### config.mk
export PLATFORM = sky130hd
export DESIGN_NAME = fetch_unit
export DESIGN_NICKNAME = d
export VERILOG_FILES = /design/src/rtl/fetch_unit.sv
export SDC_FILE = /design/constraint.sdc
export NUM_CORES = 1
export LEC_CHECK = 0
export ABC_AREA = 1
export BUFFER_PORTS_ARGS = -buffer_cell sky130_fd_sc_hd__clkbuf_2
export CAP_MARGIN = 20
export CORE_ASPECT_RATIO = 1.1
export CORE_MARGIN = 3
export CORE_UTILIZATION = 47
export CTS_BUF_LIST = sky130_fd_sc_hd__clkbuf_16
export DETAILED_ROUTE_END_ITERATION = 10
export GPL_TIMING_DRIVEN = 0
export PLACE_DENSITY = 0.79
export SLEW_MARGIN = 10
export SYNTH_ARGS = -nofsm -noshare
export SYNTH_HDL_FRONTEND = slang
export SYNTH_SLANG_ARGS = --single-unit
export TNS_END_PERCENT = 30
### constraint.sdc
create_clock -name clk -period 1.59 [get_ports clk]
set_clock_uncertainty 0.1 [all_clocks]
set_input_delay 0.318 -clock clk [delete_from_list [all_inputs] [get_ports clk]]
set_output_delay 0.318 -clock clk [all_outputs]
set_load 0.05 [all_outputs]
### src/rtl/fetch_unit.sv
`default_nettype none
// ============================================================================
// Module   : fetch_unit
// Brief    : Two-cycle fetch/issue front end for a 16-bit program ROM.
//            Optional macro FETCH_ILLEGAL_TRAP_EN traps illegal opcodes.
// Revision : 1.0  initial release
// ============================================================================
module fetch_unit #(
  parameter logic [7:0] RST_PC = 8'h00
) (
  input  logic        clk,
  input  logic        rst,
  input  logic        run,
  output logic        rom_rd,
  output logic [7:0]  rom_addr,
  input  logic [15:0] rom_data,
  output logic        instr_valid,
  input  logic        instr_ready,
  output logic [3:0]  opcode,
  output logic [3:0]  rd_idx,
  output logic [3:0]  rs_idx,
  output logic [7:0]  imm,
  output logic [7:0]  issue_pc,
  input  logic        br_taken,
  output logic        halted,
  output logic        illegal
);

  localparam logic [3:0] c_OP_HALT = 4'hF;
  localparam logic [3:0] c_OP_JZ   = 4'h6;

  typedef enum logic [2:0] {
    S_IDLE  = 3'd0,
    S_FETCH = 3'd1,
    S_ISSUE = 3'd2,
`ifdef FETCH_ILLEGAL_TRAP_EN
    S_HALT  = 3'd3,
    S_TRAP  = 3'd4
`else
    S_HALT  = 3'd3
`endif
  } state_t;

  state_t      r_state;
  logic [7:0]  r_pc;
  logic [15:0] r_ir;
  logic [7:0]  w_pc_inc;
  logic [7:0]  w_next_pc;
  logic [3:0]  w_cap_op;
  logic        w_cap_legal;
  logic        w_handshake;

  // Decoded fields are straight slices of the instruction register, so they
  // stay stable for as long as the IR is held through an ISSUE stall.
  assign opcode = r_ir[15:12];
  assign rd_idx = r_ir[11:8];
  assign rs_idx = r_ir[7:4];
  assign imm    = r_ir[7:0];

  assign w_pc_inc    = r_pc + 8'd1;
  assign w_cap_op    = rom_data[15:12];
  assign w_handshake = instr_valid & instr_ready;
  assign w_next_pc   = ((r_ir[15:12] == c_OP_JZ) && br_taken) ? r_ir[7:0] : r_pc;

  always_comb begin
    w_cap_legal = 1'b0;
    case (w_cap_op)
      4'h2, 4'h3, 4'h4, 4'h5, 4'h6, 4'h7, 4'h8: w_cap_legal = 1'b1;
      default:                                w_cap_legal = 1'b0;
    endcase
  end

`ifdef FETCH_ILLEGAL_TRAP_EN
  logic r_illegal;
  assign illegal = r_illegal;
`else
  assign illegal = 1'b0;
`endif

  always_ff @(posedge clk) begin
    if (rst) begin
      r_state     <= S_IDLE;
      r_pc        <= RST_PC;
      r_ir        <= 16'h0000;
      rom_rd      <= 1'b0;
      rom_addr    <= RST_PC;
      instr_valid <= 1'b0;
      issue_pc    <= RST_PC;
      halted      <= 1'b0;
`ifdef FETCH_ILLEGAL_TRAP_EN
      r_illegal   <= 1'b0;
`endif
    end else begin
      case (r_state)
        S_IDLE: begin
          if (run) begin
            r_state  <= S_FETCH;
            rom_rd   <= 1'b1;
            rom_addr <= r_pc;
          end
        end

        S_FETCH: begin
          rom_rd   <= 1'b0;
          r_ir     <= rom_data;
          issue_pc <= r_pc;
          r_pc     <= w_pc_inc;
          if (w_cap_op == c_OP_HALT) begin
            r_state <= S_HALT;
            halted  <= 1'b1;
          end else if (w_cap_legal) begin
            r_state     <= S_ISSUE;
            instr_valid <= 1'b1;
          end else begin
`ifdef FETCH_ILLEGAL_TRAP_EN
            r_state   <= S_TRAP;
            r_illegal <= 1'b1;
`else
            // Skip the bad word and fetch the next one straight away.
            r_state  <= S_FETCH;
            rom_rd   <= 1'b1;
            rom_addr <= w_pc_inc;
`endif
          end
        end

        S_ISSUE: begin
          if (w_handshake) begin
            instr_valid <= 1'b0;
            r_pc        <= w_next_pc;
            if (run) begin
              r_state  <= S_FETCH;
              rom_rd   <= 1'b1;
              rom_addr <= w_next_pc;
            end else begin
              r_state <= S_IDLE;
            end
          end
        end

        S_HALT: r_state <= S_HALT;

`ifdef FETCH_ILLEGAL_TRAP_EN
        S_TRAP: r_state <= S_TRAP;
`endif

        default: r_state <= S_IDLE;
      endcase
    end
  end

endmodule
`default_nettype wire

# --- After elaboration in Yosys (flattened, before gate mapping) ---
# Index checks and enable logic that the tools add are counted.
totals:
  in_bits: 21
  output_inout_bits: 40
  reg_bits: 46
  word_cells: 64
classes:
  muxes: 25
  n_eq_ne: 18
  bitwise_logic: 1
  add_sub_neg: 1
  n_reduce_logical: 11
op_table:
  columns: ["operator", "n"]
  rows:
  - ["$mux W8", 7]
  - ["$pmux W8 S3", 1]
  - ["$eq A4 B3 Y1 const B", 5]
  - ["$pmux W8 S2", 1]
  - ["$ne A2 B2 Y1 const B", 6]
  - ["$pmux W3 S4", 1]
  - ["$mux W1", 9]
  - ["$add A8 B1 Y8 const B", 1]
  - ["$eq A4 B2 Y1 const B", 2]
  - ["$eq A4 B4 Y1 const B", 2]
  - ["$reduce_and A2 Y1", 4]
  - ["$reduce_or A7 Y1", 1]
  - ["$eq A3 B2 Y1 const B", 2]
  - ["$mux W3", 2]
  - ["$reduce_and A6 Y1", 1]
  - ["$mux W2", 2]
  - ["$reduce_and A4 Y1", 1]
  - ["$eq A3 B1 Y1 const B", 1]
  - ["$logic_not A3 Y1", 1]
  - ["$pmux W1 S3", 1]
  - ["$reduce_bool A3 Y1", 1]
  - ["$pmux W1 S2", 1]
  - ["$reduce_bool A2 Y1", 1]
  - ["$and A1 B1 Y1", 1]
  - ["$logic_and A1 B1 Y1", 1]

# --- Longest topological paths before layout ---
# Gate-level depths: netlist of the first run.
depth:
  ltp_word: 6
  depth_mapped: 11
  depth_no_buf: 9

# --- Worst setup path after synthesis of the first run ---
# OpenSTA, ideal clock, no wires.
synth_timing:
  kind: "register to register"
  from: "reg instr_valid"
  to: "reg r_pc[6]"
  stages_incl_launch_ff: 9
  arrival_time_ns: 1.418
  path_buffers: 1
  required_time_ns: 1.374
  setup_ns: 0.116
  period_less_slack_ns: 1.634
  path_slack_ns: -0.044
  cell_sequence: "dfxtp_1 nand2_1 nand2_2 inv_1 a21oi_4 buf_6 nand3_2 o211ai_1 inv_1"
synth_via:
  elab_chain_len: 3
synth_lines:
  columns: ["item", "line", "text"]
  rows:
  - ["start: declaration", "17", "output logic instr_valid,"]
  - ["start signal: assignment", "87", "instr_valid <= 1'b0;"]
  - ["start signal: assignment", "113", "instr_valid <= 1'b1;"]
  - ["start signal: assignment", "129", "instr_valid <= 1'b0;"]
  - ["$and A1 B1 Y1", "62", "assign w_handshake = instr_valid & instr_ready;"]
  - ["$ne A2 B2 Y1 (no source line)", null, null]
  - ["$reduce_and A2 Y1 (no source line)", null, null]
  - ["end signal: assignment", "107", "r_pc <= w_pc_inc;"]
  - ["end signal: assignment", "130", "r_pc <= w_next_pc;"]
  - ["end: declaration", "45", "logic [7:0] r_pc;"]
# Every way passes these cells.
# A chain may end at the register's enable or synchronous reset.

# --- Worst setup path in the final report of the first run ---
layout_timing:
  from: "reg r_state[0]"
  to: "reg rom_addr[0]"
layout_via:
  elab_chain_len: 3
  word_cells_on_any_way: 11
  cone_classes: "eq/ne (7); mux (1); reduce/logical (3)"
layout_lines:
  columns: ["item", "line", "text"]
  rows:
  - ["start: declaration", "44", "state_t r_state;"]
  - ["start signal: assignment", "82", "r_state <= S_IDLE;"]
  - ["start signal: assignment", "97", "r_state <= S_FETCH;"]
  - ["start signal: assignment", "109", "r_state <= S_HALT;"]
  - ["$eq A3 B1 Y1, or another cell as far along", "94", "case (r_state)"]
  - ["$ne A2 B2 Y1 (no source line) / $reduce_bool A3 Y1 (equally long branches)", null, null]
  - ["$reduce_and A6 Y1 (no source line)", null, null]
  - ["end signal: assignment", "99", "rom_addr <= r_pc;"]
  - ["end signal: assignment", "122", "rom_addr <= w_pc_inc;"]
  - ["end signal: assignment", "134", "rom_addr <= w_next_pc;"]
  - ["end: declaration", "15", "output logic [7:0] rom_addr,"]
# Parallel ways exist; a longest one is shown, timed or not.

==> results of run 1 <==
-- layout make-up --
cell class | count | area, sq um | area share
Inverter | 40 | 168 | 0.0545
Tap cell | 56 | 70.1 | 0.0228
Multi-Input combinational cell | 217 | 1230 | 0.401
Sequential cell | 45 | 915 | 0.298
Timing Repair Buffer | 74 | 424 | 0.138
Clock buffer | 5 | 125 | 0.0407
Buffer | 18 | 129 | 0.0419
Clock inverter | 2 | 11.3 | 0.00366
-- power groups by stage --
stage,Combinational [mW],Sequential (mW),Clock (mW)
2_1_floorplan,1.03,2.24,0
5_1_grt,2.70,1.64,1.05
3_5_place_dp,2.17,1.60,0
3_3_place_gp,2.15,1.60,0
4_1_cts,2.31,1.59,1.01
6_report,2.47,1.61,0.987
-- layout by cell type (no fill, tap or decap), types with 2 or more instances in the layout --
cell / count
a31oi_1: 3
buf_4: 18
ha_4: 3
dfxtp_2: 5
dfxtp_1: 38
buf_2: 5
clkbuf_16: 5
nand3_2: 3
inv_2: 3
nor2_1: 23
dfxtp_4: 2
o21ai_2: 7
a21oi_2: 5
nand3_1: 42
nand2_1: 47
o21ai_0: 31
o211ai_1: 3
nand2_4: 3
buf_6: 4
a21oi_1: 31
nor2_4: 3
clkbuf_1: 2
inv_4: 4
ha_1: 3
inv_1: 32
o21ai_1: 3
clkbuf_2: 61
-- per-layer routing --
layer  global-route usage  routed length [um]  up-vias
met5                    0                   0        -
met4               0.0812                 104        0
met3               0.0605                 262       10
met2                0.419                3470       53
met1                0.284                2740     1141
li1                     -                   -     1212
-- worst max path at each step --
stage / end / slack [ns] / depth (start not counted)
2_1_floorplan: r_pc[6] / 0.03 / 9
3_5_place_dp: r_pc[6] / -0.22 / 9
6_report: rom_addr[0] / -0.03 / 10
4_1_cts: rom_addr[1] / -0.004 / 11
5_1_grt: rom_addr[6] / -0.12 / 10
3_3_place_gp: r_pc[6] / -0.20 / 9
-- cells by family (layout without fill, tap and decap cells) --
logic type / count (synthesis) / after routing / synth area share
AND/OR/NAND/NOR: 126 / 126 / 0.257
buffers and inverters: 59 / 139 / 0.122
adder cells (fa/ha/maj): 6 / 6 / 0.0325
flip-flops: 45 / 45 / 0.390
other: 1 / 1 / 0.00162
AO/OA/AOI/OAI: 84 / 84 / 0.197
-- worst max-delay path: cells and delay by family, from the launching register on --
family | cells | cell delay (ns)
and+or+nand+nor | 5 | 0.45
AOI/OAI and AO/OA | 1 | 0.05
DFF | 1 | 0.40
buffers and inverters | 3 | 0.33
adders and majority gates | 1 | 0.17
-- timing repair --
| action | in CTS | in global routing |
|---|---|---|
| resized for setup | 15 | 32 |
| gates cloned | 1 | 0 |
| pin swaps | 2 | 7 |
| endpoints found under the setup margin | 33 | 30 |
| hold buffers | 0 | 0 |
| endpoints found under the hold margin | 0 | 0 |
| buffers inserted | 7 | 8 |
-- per-stage QoR --
step                      setup TNS (ns)  utilization  hold WS, ns  setup WS, ns  std cells
after floorplan                        0            -        0.353        0.0277        321
after global placement             -2.88        0.571        0.341        -0.201        435
after detailed placement           -3.83        0.571        0.344        -0.222        435
after CTS                       -0.00643        0.624        0.157      -0.00372        450
after global routing              -0.528        0.656        0.168        -0.121        457
final                            -0.0622        0.656        0.153       -0.0291        457
-- sequential cells by signal, indices dropped and copies added (netlist names) --
register,count
halted,1
instr_valid,1
issue_pc,8
r_ir,16
r_pc,8
r_state,2
rom_addr,8
rom_rd,1
==> results.yml, run 1 <==
status:
  outcome: "finished, violations left"
  violations_in_the_final_reports: "negative setup slack"
critical_path:
  endpoint_kind: "flip-flop"
  path_max_fanout: 4
  reg2regPathDepth: 10
  worst_path_max_delay_cell: "dfxtp_4"
  r2r_end: "rom_addr[0]"
  cp-startpoint: "r_state[0]"
  cp-start-kind: "flip-flop"
  cpPeakStageDelay_ns: 0.40
  critPathRequiredTime_ns: 1.67
  timing.rr.start: "r_state[0]"
  timing.critical_path.arrival_ns: 1.69
  rrSetupSlack_ns: -0.03
  critical_path.cell_chain: "inv_4, ha_4, nand2_4, nand2_4, nor2_4, nand3_4, buf_4, buf_4, nand2_1, a21oi_2"
  criticalPathCategory: "reg2reg"
timing:
  timing.final.crit_share: 1.02
  finalSetupViolCount: 3
  final_max_slew_viol_count: 0
  timing.fmax_mhz: 618
  post-route-worst-setup-slack_ns: -0.0291
  final_period_minus_worst_setup_slack_ns: 1.62
  timing.final.hold_violations: 0
  setup_repair_after_global_routing_missed_its_margin: "true"
cts:
  htreeDepth: 2
  cts_tree: "done"
  clock_sink_count: 45
  worstSkewPairLatency_ns: 0.29
  path_clk_slew_ns: 0.06
  ctsRootBufferMaster: "clkbuf_16"
  cts_inserted_buffers: 5
  cts_max_path_buffers: 2
die:
  placement_rows: 26
  chipWidth_um: 72.8
  die_h_um: 79.5
  design.core.area_sq_mm: 0.00468
  pin_count: 61
  die_area_sq_mm: 0.00579
  initial_utilization: 0.493
routing:
  detailedRoute.firstPassIterationCount: 4
  routed_wire_length_per_instance_um: 14.4
  drcViolationCount: 0
  detail_route.iter0.violations: 172
  post_drt_via_cell_ratio: 5.29
  route.vias.total: 2416
  routed_wirelength_um: 6580
  drt.antenna.violating_nets: 0
final_layout:
  final_layout_size_suffix_gt1_frac: 0.352
  post-route-cell-area_sq_mm: 0.00307
  num-nets-final: 428
  synthToLayoutAreaGrowth_pct: 33.1
  antennaDiodeCount: 0
  filler_cell_count: 432
synthesis:
  synth_largest_type_area_fraction: 0.390
  postSynth.topFlopCell: "dfxtp_1"
  postSynthAreaPerCell_sq_um: 7.20
  post_synth_instance_area_sq_mm: 0.00231
  synth.net_count: 348
  synth.area.top_cells: "dfxtp_1 (39%), nand3_1 (9.1%), nand2_1 (7.6%)"
  synth_cell_type_count: 28
  postSynthCellCount: 321
  yosys_warnings: 0
  synth_enable_flop_cells: 0
  yosysMostFrequentCell: "nand2_1"
  postSynth.asyncResetShare: 0
  netlist.top_cell.by_area: "dfxtp_1"
  synth.cells.most_frequent: "nand2_1 (47), dfxtp_1 (45), nand3_1 (42)"
  yosys_register_bits: 45
  synth-seq-area-share: 0.390
worst_hold_path:
  timing.hold.worst.class: "in2reg"
  worst_hold_path.endpoint: "r_ir[9]"
  holdCritStartpoint: "rom_data[9]"
  hold-path-cell-count: 3
global_routing:
  largest_net_degree_at_the_start_of_global_routing: 14
  first_global_vias: 2362
  initial_antenna_violation_count: 0
  grt_pass1_wl_um: 10900
  grt_use_total: 0.241
  grt-ovfl-total: 0
place:
  port-buffer-count: 58
  total_placed_instance_area_sq_mm: 0.00267
  place_congestion: 0.906
  post-dp-hpwl_um: 4520
power_and_ir_drop:
  powerDensity_mw_per_mm2: 1650
  power.combinational.fraction: 0.488
  leakagePower_nw: 1.45
  share_of_total_power_consumed_by_net_switching: 0.460
  power_frac_clock: 0.195
  overall_power_after_layout_mw: 5.07
  net-switching-power_mw: 2.33
  irDropWorstVdd_uv: 734
  pwr-share-seq: 0.317
  power_report.internal_total_mw: 2.74
job:
  maxCapViolations: 0
No activity file was read; power rests on OpenSTA's default activity.
==> inputs of run 2 (changes only) <==
SETUP_SLACK_MARGIN = 0.15   (was not set)
==> run 2 against run 1 <==
Hold slack improved by 0.010 ns. Critical path type unchanged. Maximum frequency rose by 1.5%. Final area rose by 1.2%. Largest power group unchanged. Sequential share of layout area fell by 0.24 points. Non-clock buffer count fell by 3. Highest routed layer unchanged. Register-to-register slack improved by 0.02 ns. Sequential cell count did not move. Worst setup slack improved by 0.023 ns. Total power rose by 4.5%. Critical path depth did not move. Combinational power barely moved. Critical endpoint unchanged. The run still ends with negative setup slack left.
==> results.yml, run 2 (synthesis results as in run 1) <==
status:
  outcome: "finished, violations left"
  violations_in_the_final_reports: "negative setup slack"
timing:
  timing.final.hold_violations: 0
  final_period_minus_worst_setup_slack_ns: 1.60
  final_max_slew_viol_count: 0
  timing.fmax_mhz: 627
  post-route-worst-setup-slack_ns: -0.00572
  finalSetupViolCount: 1
  timing.final.crit_share: 1.00
  hold-worst-slack_ns: 0.163
  setup_repair_after_global_routing_missed_its_margin: "true"
cts:
  htreeDepth: 2
  cts_tree: "done"
  cts_inserted_buffers: 5
  clock_sink_count: 45
  worstSkewPairLatency_ns: 0.29
  cts_max_path_buffers: 2
  ctsRootBufferMaster: "clkbuf_16"
  path_clk_slew_ns: 0.07
  cts-hold-fix-buffers: 0
die:
  chipWidth_um: 72.8
  design.core.area_sq_mm: 0.00468
  die_area_sq_mm: 0.00579
  placement_rows: 26
  pin_count: 61
  die_h_um: 79.5
  initial_utilization: 0.493
final_layout:
  largest_register_ff_count: 16
  largest-register: "r_ir"
  num-nets-final: 425
  synthToLayoutAreaGrowth_pct: 34.7
  layout.cells.most_common: "clkbuf_2"
  final_cell_mix: "clkbuf_2 (55), nand2_1 (47), nand3_1 (42), dfxtp_1 (37), inv_1 (33)"
  antennaDiodeCount: 0
  filler_cell_count: 410
  final_layout_size_suffix_gt1_frac: 0.353
routing:
  detail_route.iter0.violations: 152
  drt.antenna.violating_nets: 0
  routed_wirelength_um: 6470
  post_drt_via_cell_ratio: 5.35
  route.vias.total: 2435
  detailedRoute.firstPassIterationCount: 4
  routed_wire_length_per_instance_um: 14.2
  drcViolationCount: 0
critical_path:
  path_max_fanout: 6
  cp-startpoint: "r_state[0]"
  reg2regPathDepth: 10
  critPathRequiredTime_ns: 1.72
  endpoint_kind: "flip-flop"
  worst_path_max_delay_cell: "dfxtp_4"
  r2r_end: "rom_addr[0]"
  timing.rr.start: "r_state[0]"
  cp-start-kind: "flip-flop"
  timing.critical_path.arrival_ns: 1.73
  criticalPathCategory: "reg2reg"
  cpPeakStageDelay_ns: 0.40
  rrSetupSlack_ns: -0.006
  critical_path.cell_chain: "inv_4, ha_4, nand2_4, nand2_4, nor2_4, nand3_4, inv_4, buf_6, nand3_2, a21oi_2"
power_and_ir_drop:
  leakagePower_nw: 1.48
  powerDensity_mw_per_mm2: 1700
  overall_power_after_layout_mw: 5.30
  irDropWorstVdd_uv: 754
global_routing:
  initial_antenna_violation_count: 0
  largest_net_degree_at_the_start_of_global_routing: 16
  grt_use_total: 0.241
  first_global_vias: 2420
  grt-ovfl-total: 0
  grt_pass1_wl_um: 11100
worst_hold_path:
  worst_hold_path.endpoint: "r_ir[11]"
  hold-path-cell-count: 3
  timing.hold.worst.class: "in2reg"
  holdCritStartpoint: "rom_data[11]"
job:
  maxCapViolations: 0
place:
  post-dp-hpwl_um: 4470
  place_congestion: 0.899
  port-buffer-count: 58
[run 2: changes by cell type in the layout (fill, tap and decap cells not counted), sizes merged]
cell	previous run	this run
buf	29	34
bufinv	0	1
clkbuf	68	60
[run 2: metal layers]
| layer | track usage | wire, um | vias up |
|---|---|---|---|
| met4 | 0.0886 | 205 | 0 |
| met3 | 0.0428 | 353 | 17 |
| met5 | 0 | 0 | - |
| met2 | 0.428 | 3270 | 76 |
| met1 | 0.286 | 2640 | 1130 |
| li1 | - | - | 1212 |
[run 2: cell type report]
class	instances	area [sq um]	area share
inverters	40	171	0.0551
plain buffers	19	158	0.0507
clock buffers	5	125	0.0402
flip-flops and latches	45	918	0.295
well taps	56	70.1	0.0225
multi-input cells	217	1230	0.395
clock inverters	3	45.0	0.0145
repair buffers	70	395	0.127
[run 2: worst max-delay path: cells and delay by family, from the launching register on]
kind | cells | cell delay [ns]
buffers and inverters | 3 | 0.27
and+or+nand+nor | 5 | 0.47
AOI/OAI and AO/OA | 1 | 0.11
adders and majority gates | 1 | 0.17
DFF | 1 | 0.40
[run 2: worst max path at each step]
stage	end	slack, ns	cells past startpoint
after floorplan	rom_addr[1]	0.13	11
after global placement	r_pc[6]	-0.07	9
after detailed placement	r_pc[6]	-0.08	9
after CTS	rom_addr[6]	0.02	11
after global routing	rom_addr[0]	-0.07	11
final	rom_addr[0]	-0.006	10
[run 2: per-stage QoR]
step | TNS (ns) | instances | utilization | area (sq um) | worst slack, ns
floorplan | 0 | 321 | - | 2380 | 0.128
global placement | -0.312 | 435 | 0.585 | 2740 | -0.0690
detailed placement | -0.403 | 435 | 0.585 | 2740 | -0.0848
CTS | 0 | 452 | 0.648 | 3040 | 0.0165
global route | -0.735 | 455 | 0.664 | 3110 | -0.0746
finish | -0.00572 | 455 | 0.664 | 3110 | -0.00572
[run 2: power by group]
group	total, mW	internal (mW)	switching [mW]
sequential	1.61	1.40	0.207
combinational	2.50	0.782	1.71
clock	1.20	0.745	0.451
[run 2: what timing repair did]
| action | in CTS | in global routing |
|---|---|---|
| pin swaps | 5 | 3 |
| setup buffers | 8 | 2 |
| resized for setup | 19 | 35 |
| cloned | 1 | 1 |
| setup endpoints to repair | 44 | 43 |
==> inputs of run 3 (changes only) <==
PLACE_DENSITY = not set   (was 0.79)
PLACE_DENSITY_LB_ADDON = 0.12   (was not set)
==> run 3 against run 2 <==
Global-route usage is 0.25 points higher. Worst setup slack better by 0.014 ns. Routed wire length is 1.5% higher. First-iteration DRC count is 42% higher. Sequential power hardly changed. Register-to-register slack hardly changed. Total power is 0.35% higher. Critical path type unchanged. Critical path depth is 1 higher. The flow now finishes without violations. Sequential cell count stayed put. Utilization is 0.85 points higher. Largest power group unchanged. Final area is 1.3% higher.
==> results.yml, run 3 (synthesis results as in run 1) <==
routing:
  routed_wire_length_per_instance_um: 14.3
  drt.antenna.violating_nets: 0
  met1_length_um: 2720
  detailroute.wirelength.met3_um: 368
  dr_wl_met2_um: 3360
  routed_wirelength_um: 6570
  drcViolationCount: 0
  maxUsedRoutingLayer: "met4"
  detailedRoute.firstPassIterationCount: 4
  route.vias.total: 2424
  post_drt_via_cell_ratio: 5.29
  detail_route.iter0.violations: 216
global_routing:
  initial_antenna_violation_count: 0
  grt_pass1_wl_um: 11100
  first_global_vias: 2381
  grt-ovfl-total: 0
  largest_net_degree_at_the_start_of_global_routing: 14
  grt_use_total: 0.244
power_and_ir_drop:
  powerDensity_mw_per_mm2: 1690
  irDropWorstVdd_uv: 769
  leakagePower_nw: 1.50
cts:
  ctsRootBufferMaster: "clkbuf_16"
  cts_tree: "done"
  cts-hold-fix-buffers: 0
  path_clk_slew_ns: 0.06
  htreeDepth: 2
  worstSkewPairLatency_ns: 0.28
  clock_sink_count: 45
  cts_inserted_buffers: 5
  cts_max_path_buffers: 2
status:
  outcome: "complete, no violations"
timing:
  final_period_minus_worst_setup_slack_ns: 1.58
  setup_repair_after_global_routing_missed_its_margin: "true"
  final.setup.tns_ns: 0
  timing.final.crit_share: 0.995
  finalSetupViolCount: 0
  timing.fmax_mhz: 632
  final_max_slew_viol_count: 0
  timing.final.hold_violations: 0
worst_hold_path:
  hold-path-cell-count: 3
  holdCritStartpoint: "rom_data[11]"
  timing.hold.worst.class: "in2reg"
critical_path:
  timing.critical_path.arrival_ns: 1.71
  path_max_fanout: 8
  timing.rr.start: "r_state[1]"
  critPathRequiredTime_ns: 1.71
  reg2regPathDepth: 11
  cp-start-kind: "flip-flop"
  criticalPathCategory: "reg2reg"
  endpoint_kind: "flip-flop"
  cp-startpoint: "r_state[1]"
die:
  die_h_um: 79.5
  placement_rows: 26
  initial_utilization: 0.493
  design.core.area_sq_mm: 0.00468
  die_area_sq_mm: 0.00579
  chipWidth_um: 72.8
  pin_count: 61
final_layout:
  post-route-cell-area_sq_mm: 0.00315
  largest_register_ff_count: 16
  filler_cell_count: 433
  final_layout_size_suffix_gt1_frac: 0.363
  synthToLayoutAreaGrowth_pct: 36.5
  final_cell_mix: "clkbuf_2 (56), nand2_1 (43), nand3_1 (42), dfxtp_1 (37), inv_1 (34)"
  largest-register: "r_ir"
  num-nets-final: 428
  antennaDiodeCount: 0
  layout.cells.most_common: "clkbuf_2"
job:
  maxCapViolations: 0
place:
  post-dp-hpwl_um: 4450
  port-buffer-count: 58
  place_congestion: 0.891
  total_placed_instance_area_sq_mm: 0.00274
run 3: cell types whose count changed in the layout (fill, tap and decap cells not counted), moves of 2 or more:
cell	before	now
buf_4	18	21
buf_2	8	6
clkbuf_4	0	2
o21ai_1	9	13
o21ai_0	26	22
nand2_2	0	4
buf_6	6	3
nand2_1	47	43
buf_8	1	3
run 3: where the power goes:
part | internal [mW] | switching (mW) | total [mW] | leakage [nW]
Clock | 0.731 | 0.437 | 1.17 | 0.0826
Sequential | 1.40 | 0.216 | 1.62 | 0.375
Combinational | 0.808 | 1.73 | 2.53 | 1.04
run 3: worst max-delay path, stage by stage (launching register included):
cell     delay (ns)
dfxtp_4        0.39
inv_4          0.04
ha_4           0.15
buf_8          0.13
nand2_4        0.07
inv_4          0.04
nand4_4        0.07
nand3_4        0.12
inv_4          0.09
buf_8          0.12
nand3_2        0.08
a21oi_2        0.11
run 3: through the flow:
stage	power (mW)	worst slack, ns	hold slack (ns)	std cells	util
floorplan	3.31	0.128	0.353	321	-
global placement	3.80	-0.0712	0.340	435	0.585
detailed placement	3.82	-0.0977	0.346	435	0.585
CTS	5.21	0.0215	0.161	458	0.658
global route	5.62	-0.0561	0.189	458	0.673
finish	5.32	0.00825	0.159	458	0.673
run 3: worst paths after layout:
check | end | slack (ns)
worst max-delay path | rom_addr[0] | 0.008
worst min-delay path | r_ir[11] | 0.16
worst max register to register | rom_addr[0] | 0.008
worst min register to register | rom_rd | 0.35
run 3: layout make-up:
| type | count | area [sq um] | area share |
|---|---|---|---|
| multi-input combinational | 217 | 1240 | 0.393 |
| sequential | 45 | 918 | 0.291 |
| timing repair buffer | 73 | 412 | 0.131 |
| inverter | 40 | 179 | 0.0568 |
| buffer | 19 | 170 | 0.0540 |
| clock buffer | 5 | 125 | 0.0397 |
| tap | 56 | 70.1 | 0.0222 |
| clock inverter | 3 | 37.5 | 0.0119 |
run 3: timing repair:
action,4_1_cts,5_1_grt
endpoints found under the setup margin,44,45
gates cloned,2,0
gates resized for setup,23,43
pin swaps,9,4
buffers inserted,13,0
run 3: routing by layer:
metal,track usage,vias to the layer above
met2,0.434,81
met4,0.0793,0
met3,0.0390,13
met1,0.295,1112
met5,0,-
li1,-,1218
